<file path="config.mk">
export PLATFORM = sky130hd
export DESIGN_NAME = csel_adder_pipe
export DESIGN_NICKNAME = d
export VERILOG_FILES = /design/src/rtl/csel_adder_pipe_pkg.sv /design/src/rtl/csel_adder_pipe_segment.sv /design/src/rtl/csel_adder_pipe.sv
export SDC_FILE = /design/constraint.sdc
export NUM_CORES = 1
export LEC_CHECK = 0
export ABC_AREA = 1
export BUFFER_PORTS_ARGS = -buffer_cell sky130_fd_sc_hd__buf_2
export CAP_MARGIN = 20
export CORE_UTILIZATION = 40
export CTS_BUF_LIST = sky130_fd_sc_hd__clkbuf_8
export CTS_CLUSTER_DIAMETER = 100
export DETAILED_ROUTE_END_ITERATION = 12
export MAX_ROUTING_LAYER = met4
export PLACE_DENSITY = 0.6
export SYNTH_ARGS = -nofsm -noshare
export SYNTH_HDL_FRONTEND = slang
export SYNTH_SLANG_ARGS = --single-unit
</file>
<file path="constraint.sdc">
create_clock -name clk -period 15.2 [get_ports clk]
set_input_delay 3.04 -clock clk [delete_from_list [all_inputs] [get_ports clk]]
set_output_delay 3.04 -clock clk [all_outputs]
set_load 0.1 [all_outputs]
</file>
<file path="src/rtl/csel_adder_pipe_pkg.sv">
// Shared definitions for the pipelined carry-select adder.
//   ADD_MODE_*  : encoding of the in_sub control bit
//   DEFAULT_BLK : default segment width (one 4-bit CLA segment)
//   calc_sps()  : segments resolved per pipeline stage
//   params_ok() : legality of a WIDTH/BLK/STAGES combination
package csel_adder_pipe_pkg;

    localparam logic ADD_MODE_ADD = 1'b0;
    localparam logic ADD_MODE_SUB = 1'b1;

    localparam int unsigned DEFAULT_BLK = 4;

    // Segments per stage. Clamped to 1 so that an illegal parameter set still
    // elaborates far enough for the legality check to report it.
    function automatic int unsigned calc_sps(input int unsigned width,
                                             input int unsigned blk,
                                             input int unsigned stages);
        if ((blk == 0) || (stages == 0)) begin
            return 1;
        end
        if ((width / blk / stages) == 0) begin
            return 1;
        end
        return width / blk / stages;
    endfunction

    function automatic bit params_ok(input int unsigned width,
                                     input int unsigned blk,
                                     input int unsigned stages);
        if ((blk == 0) || (stages == 0) || (width < blk)) begin
            return 1'b0;
        end
        return ((width % blk) == 0) && (((width / blk) % stages) == 0);
    endfunction

endpackage

</file>
<file path="src/rtl/csel_adder_pipe_segment.sv">
// One carry-select segment of BLK bits.
// Two adders run in parallel, one assuming carry-in 0 and one assuming
// carry-in 1; the real incoming carry (cin_sel) picks the result. Each adder
// is a plain BLK-bit add that synthesis maps to a carry-lookahead block.
// Ports:
//   a, b     in   BLK  segment operands (b already inverted for subtract)
//   cin_sel  in   1    carry from the previous segment
//   s        out  BLK  selected segment sum
//   cout     out  1    selected segment carry-out
module csel_adder_pipe_segment #(
    parameter int unsigned BLK = 4
) (
    input  logic [BLK-1:0] a,
    input  logic [BLK-1:0] b,
    input  logic           cin_sel,
    output logic [BLK-1:0] s,
    output logic           cout
);

    logic [BLK:0] sum0;
    logic [BLK:0] sum1;

    assign sum0 = {1'b0, a} + {1'b0, b};
    assign sum1 = {1'b0, a} + {1'b0, b} + {{BLK{1'b0}}, 1'b1};

    assign s    = cin_sel ? sum1[BLK-1:0] : sum0[BLK-1:0];
    assign cout = cin_sel ? sum1[BLK]     : sum0[BLK];

endmodule

</file>
<file path="src/rtl/csel_adder_pipe.sv">
// Pipelined carry-select adder/subtractor.
// The operands are split into WIDTH/BLK segments; the segment chain is cut
// into STAGES register stages, each stage resolving SPS consecutive
// segments using the carry handed over by the previous stage. All stages
// advance together under a single valid/ready handshake.
// Ports:
//   clk, rst             clock, synchronous active-high reset
//   in_valid / in_ready  operand handshake (in_ready = pipe can advance)
//   in_sub               0: a + b + cin, 1: a - b
//   in_a, in_b, in_cin   operands and carry-in (carry-in used in add mode)
//   out_valid/out_ready  result handshake
//   out_res              result modulo 2^WIDTH
//   out_cout             carry-out of the MSB (subtract: 1 = no borrow)
//   out_ovf              two's-complement signed overflow
module csel_adder_pipe
    import csel_adder_pipe_pkg::*;
#(
    parameter int unsigned WIDTH  = 64,
    parameter int unsigned BLK    = DEFAULT_BLK,
    parameter int unsigned STAGES = 2
) (
    input  logic             clk,
    input  logic             rst,
    input  logic             in_valid,
    output logic             in_ready,
    input  logic             in_sub,
    input  logic [WIDTH-1:0] in_a,
    input  logic [WIDTH-1:0] in_b,
    input  logic             in_cin,
    output logic             out_valid,
    input  logic             out_ready,
    output logic [WIDTH-1:0] out_res,
    output logic             out_cout,
    output logic             out_ovf
);

    localparam int unsigned NSEG = (BLK == 0) ? 1 : WIDTH / BLK;
    localparam int unsigned SPS  = calc_sps(WIDTH, BLK, STAGES);
    localparam int unsigned LAST = STAGES - 1;

    if (!params_ok(WIDTH, BLK, STAGES)) begin : g_param_check
        $error("csel_adder_pipe: WIDTH must be a multiple of BLK and WIDTH/BLK of STAGES");
    end

    // ------------------------------------------------------------------
    // Operand preparation
    // ------------------------------------------------------------------
    logic [WIDTH-1:0] b_eff;
    logic             c0;

    always_comb begin
        b_eff = in_b;
        c0    = in_cin;
        case (in_sub)
            ADD_MODE_ADD: begin
                b_eff = in_b;
                c0    = in_cin;
            end
            ADD_MODE_SUB: begin
                b_eff = ~in_b;
                c0    = 1'b1;
            end
            default: begin
                b_eff = in_b;
                c0    = in_cin;
            end
        endcase
    end

    // ------------------------------------------------------------------
    // Stage registers
    // ------------------------------------------------------------------
    logic [STAGES-1:0] valid_q;
    logic [STAGES-1:0] carry_q;
    logic [WIDTH-1:0]  a_q   [STAGES];
    logic [WIDTH-1:0]  b_q   [STAGES];
    logic [WIDTH-1:0]  res_q [STAGES];

    // Stage inputs (previous register or prepared operands) and next values
    logic [STAGES-1:0] st_valid;
    logic [STAGES-1:0] st_c;
    logic [STAGES-1:0] st_cout;
    logic [WIDTH-1:0]  st_a    [STAGES];
    logic [WIDTH-1:0]  st_b    [STAGES];
    logic [WIDTH-1:0]  st_res  [STAGES];
    logic [WIDTH-1:0]  res_nxt [STAGES];

    // Every segment's selected sum; each stage only keeps its own slice.
    logic [WIDTH-1:0]  sum_all;

    logic adv;

    assign adv      = out_ready | ~out_valid;
    assign in_ready = adv;

    for (genvar s = 0; s < STAGES; s++) begin : g_stage
        localparam int unsigned LO = s * SPS * BLK;
        localparam int unsigned HI = (s + 1) * SPS * BLK;
        localparam logic [WIDTH-1:0] ONE  = {{(WIDTH-1){1'b0}}, 1'b1};
        // Bits [HI-1:LO] set: the result bits this stage resolves.
        localparam logic [WIDTH-1:0] MASK =
            ({WIDTH{1'b1}} >> (WIDTH - HI)) & ~((ONE << LO) - ONE);

        if (s == 0) begin : g_head
            assign st_valid[s] = in_valid;
            assign st_c[s]     = c0;
            assign st_a[s]     = in_a;
            assign st_b[s]     = b_eff;
            assign st_res[s]   = '0;
        end else begin : g_body
            assign st_valid[s] = valid_q[s-1];
            assign st_c[s]     = carry_q[s-1];
            assign st_a[s]     = a_q[s-1];
            assign st_b[s]     = b_q[s-1];
            assign st_res[s]   = res_q[s-1];
        end

        assign res_nxt[s] = (st_res[s] & ~MASK) | (sum_all & MASK);
    end

    // ------------------------------------------------------------------
    // Segment chain
    // ------------------------------------------------------------------
    for (genvar k = 0; k < NSEG; k++) begin : g_seg
        localparam int unsigned STG = k / SPS;

        logic           cin_sel;
        logic [BLK-1:0] sum;
        logic           cout;

        // The first segment of a stage takes the carry handed over by the
        // previous stage; the rest chain within the stage.
        if ((k % SPS) == 0) begin : g_first
            assign cin_sel = st_c[STG];
        end else begin : g_chain
            assign cin_sel = g_seg[k-1].cout;
        end

        csel_adder_pipe_segment #(
            .BLK (BLK)
        ) u_seg (
            .a       (st_a[STG][k*BLK +: BLK]),
            .b       (st_b[STG][k*BLK +: BLK]),
            .cin_sel (cin_sel),
            .s       (sum),
            .cout    (cout)
        );

        assign sum_all[k*BLK +: BLK] = sum;

        if ((k % SPS) == (SPS - 1)) begin : g_stage_cout
            assign st_cout[STG] = cout;
        end
    end

    // ------------------------------------------------------------------
    // Pipeline advance: every stage shifts together, bubbles included.
    // ------------------------------------------------------------------
    always_ff @(posedge clk) begin
        if (rst) begin
            valid_q <= '0;
            carry_q <= '0;
            for (int s = 0; s < STAGES; s++) begin
                a_q[s]   <= '0;
                b_q[s]   <= '0;
                res_q[s] <= '0;
            end
        end else if (adv) begin
            valid_q <= st_valid;
            carry_q <= st_cout;
            for (int s = 0; s < STAGES; s++) begin
                a_q[s]   <= st_a[s];
                b_q[s]   <= st_b[s];
                res_q[s] <= res_nxt[s];
            end
        end
    end

    // ------------------------------------------------------------------
    // Outputs
    // ------------------------------------------------------------------
    assign out_valid = valid_q[LAST];
    assign out_res   = res_q[LAST];
    assign out_cout  = carry_q[LAST];
    // Same-sign operands producing a result of the opposite sign.
    assign out_ovf   = (a_q[LAST][WIDTH-1] == b_q[LAST][WIDTH-1]) &
                       (res_q[LAST][WIDTH-1] != a_q[LAST][WIDTH-1]);

endmodule
</file>
## After elaboration in Yosys (flattened, before gate mapping)

Memories as Yosys holds them, arrays and structs flattened.
Cells that the tools add are included.

| word-level totals | value |
|---|---|
| bits in registers | 4 |
| bits in writable memories | 384 |
| bits of input ports | 134 |
| output and inout bits | 68 |
| logic and storage cells | 96 |
| memories | 3 |

| cells by class | value |
|---|---|
| add/subtract/negate cells | 32 |
| equality and inequality tests | 2 |
| mux-type cells | 45 |
| bitwise logic cells | 12 |

Memories:

| name | words | width | read ports | clocked after memory_dff | wr ports | line | RTL |
|---|---|---|---|---|---|---|---|
| a_q | 2 | 64 | 2 | 0 | 2 | csel_adder_pipe.sv:75 | `logic [WIDTH-1:0] a_q [STAGES];` |
| b_q | 2 | 64 | 2 | 0 | 2 | csel_adder_pipe.sv:76 | `logic [WIDTH-1:0] b_q [STAGES];` |
| res_q | 2 | 64 | 2 | 0 | 2 | csel_adder_pipe.sv:77 | `logic [WIDTH-1:0] res_q [STAGES];` |

Operators with widths:

| kind | number |
|---|---|
| $mux W64 | 6 |
| $pmux W64 S2 | 1 |
| $add A4 B4 Y5 | 16 |
| $add A5 B1 Y5 const B | 16 |
| $mux W4 | 16 |
| $not A64 Y64 | 1 |
| $or A32 B64 Y64 | 1 |
| $mux W1 | 21 |
| $or A1 B1 Y1 | 7 |
| $not A1 Y1 | 2 |
| $pmux W1 S2 | 1 |
| $and A1 B1 Y1 | 1 |
| $eq A1 B1 Y1 | 1 |
| $ne A1 B1 Y1 | 1 |

## Longest topological paths before layout

Gate-level depths: netlist of the first run.

| logic depth | value |
|---|---|
| depth in word-level cells | 13 |
| mapped depth | 27 |
| gate-level depth less buffers | 25 |

## Modules after synthesis

Synthesis of the first run repeated with hierarchy kept, for this count alone.

| unflattened totals | value |
|---|---|
| cell total of the unflattened synthesis | 1393 |
| area total of the unflattened synthesis | 11217.0 sq um |

Modules (own cells, without submodules):

| module | times used | cells each | area each (sq um) | seq. area each (sq um) |
|---|---|---|---|---|
| csel_adder_pipe | 1 | 673 | 7091.8 | 4944.7 |
| csel_adder_pipe_segment at g_seg[14].u_seg ... | 9 | 45 | 254.0 | 0.0 |
| csel_adder_pipe_segment at g_seg[0].u_seg ... | 7 | 45 | 262.8 | 0.0 |

## Worst setup path after synthesis of the first run

Ideal clock, no wire load.

| timing | value |
|---|---|
| path kind | input-to-reg |
| start point | input out_ready |
| end point | memory a_q[1][63], in the netlist a_q[0][127], enable pin |
| arrival | 7.029 ns |
| data required time | 14.686 ns |
| setup slack | 7.657 ns |
| stages | 4 |
| buffers on the path | 0 |
| cells stage by stage | nor2_1 inv_1 nor2_1 inv_1 |

RTL lines:

| what | line | RTL |
|---|---|---|
| start: declaration | csel_adder_pipe.sv:31 | `input logic out_ready,` |
| end: declaration | csel_adder_pipe.sv:75 |  |

## Worst setup path after layout of the first run

| timing | value |
|---|---|
| start point | input out_ready |
| end point | output in_ready |

| between the ends | value |
|---|---|
| word-level cells in the longest chain between the ends | 1 |

RTL lines:

| what | line | RTL |
|---|---|---|
| $or A1 B1 Y1 | csel_adder_pipe.sv:93 | `assign adv = out_ready \| ~out_valid;` |
| end: declaration | csel_adder_pipe.sv:25 | `output logic in_ready,` |

Every way passes these cells.

==> out/qor_table.md, run 1 <==
| Step | Item | Value |
| --- | --- | --- |
| timing | Final Hold Vio Count | 0 |
| finish | Relative area change from synthesis to final layout | 16.4% |
| timing | Fin. max-slew vios | 0 |
| finish | Footprint of the multi-input gates | 4820 um^2 |
| timing | Maximum frequency from static timing analysis | 147 MHz |
| synth | Post-Synthesis Mean Instance Area | 9.53 um^2 |
| route | Met1 wire length | 10000 um |
| synth | Area leader, netlist | edfxtp_1 |
| synth | Count leader, synth | inv_1 |
| place | PortBufs | 201 |
| synth | Sequential-to-total area share from yosys stat | 46.7% |
| floorplanning | IO Count | 202 |
| critical path | Startpoint-to-endpoint class of the critical path | input port to output pin |
| finish | Ant diodes | 0 |
| synth | Warnings, synthesis | 0 |
| worst hold path | Worst hold-check path type | register to register |
| global route | GRT Resource Usage Total | 16.8% |
| power and ir drop | Share of power burned in combinational logic | 40.4% |
| global route | Antenna violations before repair | 0 |
| synth | Post-Synthesis Cells | 1110 |
| critical path | Worst path required time | 12.16 ns |
| critical path | Worst path arrival time | 3.74 ns |
| finish | Area taken by flip-flops and latches | 4940 um^2 |
| clocking | Post-cts repair resize count | 0 |
| finish | Fill cell instance count of the final layout | 2490 |
| critical path | Startpoint type of the worst setup path | input port |
| floorplanning | Die outline height | 165 um |
| route | Total wire length | 21600 um |
| floorplanning | Starting density of the core | 40.7% |
| timing | Number of endpoints failing setup at the final stage | 0 |
| timing | Setup repair after global routing missed its margin | false |
| clocking | Post-CTS clock slew at the launch and capture registers of the worst setup and hold paths | 0.09 ns |
| critical path | Largest fanout of any net on the critical path | 3 |
| clocking | Number of buffers inserted by hold repair at cts | 0 |
| clocking | Insertion delay of the later-clocked pin in the worst-skew pair | 0.44 ns |
| clocking | Root buffer selected by CTS | clkbuf_8 |
| synth | Fraction of registers with async set/reset | 0% |
| global route | Number of global-route vias before repair | 7338 |
| power and ir drop | PwrDens | 122 nW/um^2 |
| clocking | Depth of the CTS H-tree | 4 |
| power and ir drop | Share of power burned in the clock network | 19.2% |
| clocking | Number of buffers inserted during clock tree synthesis | 17 |
| route | DRC violation total after the first TritonRoute iteration | 434 |
| power and ir drop | Total chip power | 1.50 mW |
| timing | Clock Skew | 0.0158 ns |
| route | Routed via count divided by cell count | 4.71 |
| power and ir drop | Sequential fraction of design power | 40.4% |
| run status | Outcome | completed |
| synth | Flop and latch count out of synthesis | 166 |
| timing | Post-layout min period | 6.78 ns |
| finish | Net total in the final layout | 1540 |
| global route | First-pass GRT wire length | 34600 um |
| route | Top routing layer in use | met4 |
| route | Router iterations before antenna repair | 5 |
| floorplanning | Number of standard-cell rows in the floorplan | 59 |
| timing | Relative slew slack | 32.7% |
| place | Placed wire-length estimate after detailed placement | 16100 um |
| power and ir drop | Reported leakage power | 6.10 nW |
| power and ir drop | Net Sw Frac | 42.2% |
| global route | Largest net degree at the start of global routing | 114 |
| synth | Area share of the largest cell type after synthesis | 46.0% |
| synth | Number of synthesized flops with an enable pin | 162 |
| route | Wire length on met2 | 10200 um |
| timing | Pin slew with the least headroom to its limit | 1.01 ns |
| route | DRC violations left | 0 |
| critical path | Sort of element at the end of the critical path | output pin |
| power and ir drop | P_sw | 633 uW |
| synth | Dominant synthesized flop cell | edfxtp_1 |
| floorplanning | Floorplan core area | 26000 um^2 |
| synth | Library cells used by synthesis | 38 |
| timing | Summed negative setup slack over all endpoints | 0 ns |
| power and ir drop | Worst voltage drop across the vdd grid | 0.0710 mV |
| flow run | Max-Cap Viols | 0 |
| global route | Overflow after GRT | 0 |
| finish | Share of cells above drive strength 1 | 21.9% |
| synth | Commonest cells in the synthesized netlist | inv_1 (191), edfxtp_1 (162), nor2_1 (146) |
| synth | Number of nets produced by synthesis | 1340 |
| route | Drt wl/cell | 13.0 um |
| clocking | TritonCTS clock tree | done |
| route | Wire length on met3 | 949 um |
| clocking | Number of buffers on the longest clock path | 2 |
| synth | Leading cell types by total area after synthesis | edfxtp_1 (46%), ha_1 (9.5%), inv_1 (6.8%), nor2_1 (5.2%), xnor2_1 (4.5%) |
| route | Post-route ant nets | 0 |
| place | RD Place Congestion | 0.847 |
| floorplanning | Die width | 165 um |
| route | Via count of the routed design | 7803 |
| power and ir drop | Cell internal pwr | 866 uW |
| clocking | Post-CTS Setup Repair Bufs | 0 |
| synth | Cell Area, Synth | 10600 um^2 |
| floorplanning | Floorplan die area | 27100 um^2 |
| timing | Crit share post-route | 44.6% |
| clocking | Sinks on Clock Net | 166 |
## sequential cells by signal, indices dropped and copies added, names as in the netlist
name	flops
res_q	96
valid_q	2
a_q	33
carry_q	2
b_q	33
## cell usage in the layout (no fill, tap or decap), types with 2 or more instances in the layout
cell          n
buf_2       200
inv_1       192
edfxtp_1    162
nor2_1      145
nand2_1     112
ha_1         80
a21oi_1      63
nand3_1      62
xnor2_1      54
o21ai_0      46
xor2_1       45
nand2_4      17
clkbuf_8     17
fa_1         16
nand2_2      15
nor3_1       14
nand3_2      10
a21o_1        7
nand4_1       6
a31oi_1       6
a21oi_2       5
buf_4         5
o21ai_1       4
dfxtp_1       4
clkinvlp_4    4
clkinv_1      4
inv_6         3
inv_2         3
nand3b_1      3
nor2_4        2
a221oi_1      2
## power by group through the flow
stage	Combinational, mW	Clock [mW]	Sequential, mW
floorplan	0.288	0	0.820
global placement	0.599	0	0.617
detailed placement	0.608	0	0.618
CTS	0.610	0.298	0.608
global route	0.663	0.314	0.613
finish	0.605	0.288	0.607
## cell families after synthesis
family	Yosys count	synth area share, %
AOI/OAI and AO/OA	136	7.04
adders and majority gates	96	12.5
and+or+nand+nor	393	17.7
DFF	166	46.7
xor gates and xnor gates	99	8.20
muxes	1	0.0946
buffers and inverters	219	7.77
## per-stage QoR
stage          cells  hold slack [ns]  util [%]  area [um^2]  setup WS [ns]
3_5_place_dp    1626            0.450      46.0        12000           8.06
3_3_place_gp    1626            0.442      46.0        12000           8.14
6_report        1658            0.460      47.4        12300           8.42
2_1_floorplan   1110            0.425         -        10600           7.66
4_1_cts         1658            0.465      47.4        12300           8.41
5_1_grt         1658            0.514      47.4        12300           8.24
## layout make-up
| class | count | area share (%) |
|---|---|---|
| inverter | 195 | 6.01 |
| clock inverter | 15 | 0.925 |
| timing repair buffer | 205 | 8.44 |
| multi-input combinational | 725 | 39.1 |
| clock buffer | 17 | 1.90 |
| sequential | 166 | 40.2 |
| tap | 335 | 3.41 |
## path summary, 6_finish.rpt
path / start / to / slack [ns] / cells past startpoint
max: out_ready / in_ready / 8.42 / 4
min: valid_q[0] / valid_q[1] / 0.46 / 2
max reg2reg: b_q[0][32] / res_q[0][124] / 11.91 / 20
min reg2reg: valid_q[0] / valid_q[1] / 0.46 / 2
## worst max-delay path: stages
cell	delay, ns
buf_2	0.09
nor2_1	0.21
inv_1	0.10
buf_2	0.30
## per-layer routing
metal,up-vias,GRT usage (%)
li1,4044,-
met1,3551,21.9
met2,182,27.0
met3,26,2.03
met4,0,5.80
met5,-,-
Power figures use the tool's default switching activity.
==> run 2, diff against run 1 <==
clock period = 6.3 ns   (was 15.2 ns; I/O delays follow)
==> out/qor_table.md, run 2 (synthesis gave the netlist of run 1 again) <==
| Step | Item | Value |
| --- | --- | --- |
| run status | Outcome | completed |
| finish | Post-route cell area | 12400 um^2 |
| route | Met1 wire length | 10300 um |
| route | Via count of the routed design | 7786 |
| route | Wire length on met2 | 10400 um |
| route | DRC violation total after the first TritonRoute iteration | 457 |
| power and ir drop | Net Sw Frac | 41.0% |
| floorplanning | Floorplan die area | 27100 um^2 |
| timing | Clock Skew | 0.0131 ns |
| critical path | Largest fanout of any net on the critical path | 25 |
| finish | Commonest non-fill, non-tap cells in the layout | buf_2 (200), inv_1 (193), edfxtp_1 (162) |
| worst hold path | Hold Path End | valid_q[1] |
| timing | Final Hold Vio Count | 0 |
| route | DRC violations left | 0 |
| power and ir drop | Worst voltage drop across the vdd grid | 0.172 mV |
| timing | Relative slew slack | 30.0% |
| global route | GRT Resource Usage Total | 17.3% |
| finish | Largest register FFs | 96 |
| place | Placed wire-length estimate after detailed placement | 16300 um |
| global route | Overflow after GRT | 0 |
| finish | Net total in the final layout | 1541 |
| place | RD Place Congestion | 0.821 |
| timing | Number of endpoints failing setup at the final stage | 0 |
| critical path | Depth of the worst register-to-register path | 20 |
| power and ir drop | P_sw | 1.54 mW |
| finish | Most frequent standard cell in the layout excluding fill and tap cells | buf_2 |
| power and ir drop | Cell internal pwr | 2.21 mW |
| power and ir drop | Share of power burned in combinational logic | 39.0% |
| critical path | Startpoint type of the worst setup path | input port |
| timing | Fin. max-slew vios | 0 |
| clocking | TritonCTS clock tree | done |
| power and ir drop | PwrDens | 302 nW/um^2 |
| timing | Summed negative setup slack over all endpoints | 0 ns |
| place | PortBufs | 201 |
| finish | Area taken by flip-flops and latches | 4940 um^2 |
| timing | Setup repair after global routing missed its margin | false |
| route | Drt wl/cell | 13.2 um |
| critical path | Reg-to-reg startpoint | b_q[0][32] |
| clocking | Number of buffers inserted during clock tree synthesis | 17 |
| critical path | Startpoint-to-endpoint class of the critical path | input port to register |
| flow run | Max-Cap Viols | 0 |
| floorplanning | Die width | 165 um |
| finish | Footprint of the multi-input gates | 4820 um^2 |
| timing | Pin slew with the least headroom to its limit | 1.05 ns |
| global route | Antenna violations before repair | 4 |
| clocking | Number of buffers on the longest clock path | 2 |
| global route | First-pass GRT wire length | 35400 um |
| power and ir drop | Sequential fraction of design power | 39.0% |
| timing | Maximum frequency from static timing analysis | 231 MHz |
| worst hold path | Worst hold-check path type | register to register |
| clocking | Insertion delay of the later-clocked pin in the worst-skew pair | 0.44 ns |
| timing | Post-layout min period | 4.34 ns |
| critical path | Worst path arrival time | 4.54 ns |
| power and ir drop | Share of power burned in the clock network | 22.1% |
| finish | Relative area change from synthesis to final layout | 17.2% |
| worst hold path | Hold Path Cell Cnt | 2 |
| route | Total wire length | 22000 um |
| timing | Final Hold Slack | 0.473 ns |
| clocking | Post-cts repair resize count | 0 |
| clocking | Root buffer selected by CTS | clkbuf_8 |
| floorplanning | Starting density of the core | 40.7% |
| floorplanning | Floorplan core area | 26000 um^2 |
| clocking | Sinks on Clock Net | 166 |
| finish | Largest register by flop count | res_q |
| finish | Final Core Density | 47.7% |
| place | Dpl cell area | 12000 um^2 |
| floorplanning | Die outline height | 165 um |
| timing | Crit share post-route | 68.8% |
| power and ir drop | Reported leakage power | 6.16 nW |
| critical path | Sort of element at the end of the critical path | register |
| route | Wire length on met3 | 970 um |
| clocking | Post-CTS clock slew at the launch and capture registers of the worst setup and hold paths | 0.09 ns |
| worst hold path | Hold Startpoint | valid_q[0] |
| critical path | Worst path required time | 6.50 ns |
| global route | Number of global-route vias before repair | 7451 |
| critical path | FF-to-FF setup slack | 3.00 ns |
| floorplanning | IO Count | 202 |
| route | Routed via count divided by cell count | 4.68 |
| finish | Share of cells above drive strength 1 | 22.1% |
| finish | Top flop regs | res_q x96, a_q x33, b_q x33 |
| global route | Largest net degree at the start of global routing | 118 |
| route | Router iterations before antenna repair | 5 |
| clocking | Post-CTS Setup Repair Bufs | 0 |
| route | Post-route ant nets | 0 |
| clocking | Number of buffers inserted by hold repair at cts | 0 |
| finish | Fill cell instance count of the final layout | 2477 |
| route | Top routing layer in use | met4 |
| critical path | Reg2reg end | res_q[0][124] |
| clocking | Depth of the CTS H-tree | 4 |
| floorplanning | Number of standard-cell rows in the floorplan | 59 |
run 2: through the flow:
stage | instances | power (mW) | setup slack (ns)
5_1_grt | 1663 | 3.99 | 1.58
2_1_floorplan | 1110 | 2.67 | 0.537
3_5_place_dp | 1627 | 2.96 | 1.49
3_3_place_gp | 1627 | 2.93 | 1.58
6_report | 1663 | 3.75 | 1.96
4_1_cts | 1659 | 3.79 | 1.97
run 2: worst max-delay path by stage:
stage                   start            to  slack [ns]  cells after the start
floorplan           out_ready   a_q[0][127]        0.54                      4
global route           in_sub  res_q[0][28]        1.58                     23
detailed placement     in_sub  res_q[0][28]        1.49                     23
CTS                    in_sub  res_q[0][28]        1.97                     23
global placement       in_sub  res_q[0][28]        1.58                     23
finish                 in_sub  res_q[0][28]        1.96                     23
run 2: area by class of cell:
class                   instances  area share, %
flip-flops and latches        166           39.9
clock inverters                15           1.53
diodes                          4         0.0807
repair buffers                206           8.43
multi-input cells             725           38.9
inverters                     195           5.96
well taps                     335           3.38
clock buffers                  17           1.89
run 2: worst max-delay path: stages:
cell and delay (ns):
buf_4 0.34, buf_4 0.44, xnor2_1 0.22, fa_1 0.50
inv_1 0.08, ha_1 0.15, inv_1 0.04, nor2_1 0.19
nand3_1 0.10, nand2_1 0.06, nand2_1 0.06, nand3_2 0.13
nand2_4 0.10, nand2_4 0.08, nand3_2 0.14, nand2_4 0.15
nand2_4 0.07, nand2_4 0.10, nand2_2 0.05, nand2_2 0.10
nand2_1 0.06, nand2_1 0.06, nor2_1 0.04
run 2: power by group through the flow:
stage | combinational (mW) | sequential [mW] | clock [mW]
6_report | 1.46 | 1.46 | 0.827
5_1_grt | 1.61 | 1.48 | 0.892
4_1_cts | 1.47 | 1.47 | 0.851
3_5_place_dp | 1.47 | 1.49 | 0
3_3_place_gp | 1.45 | 1.49 | 0
2_1_floorplan | 0.694 | 1.98 | 0
run 2: routing by layer:
layer | global-route usage, % | up-vias
met5 | - | -
met4 | 5.38 | 0
met3 | 3.06 | 19
met2 | 28.4 | 180
met1 | 21.7 | 3546
li1 | - | 4041
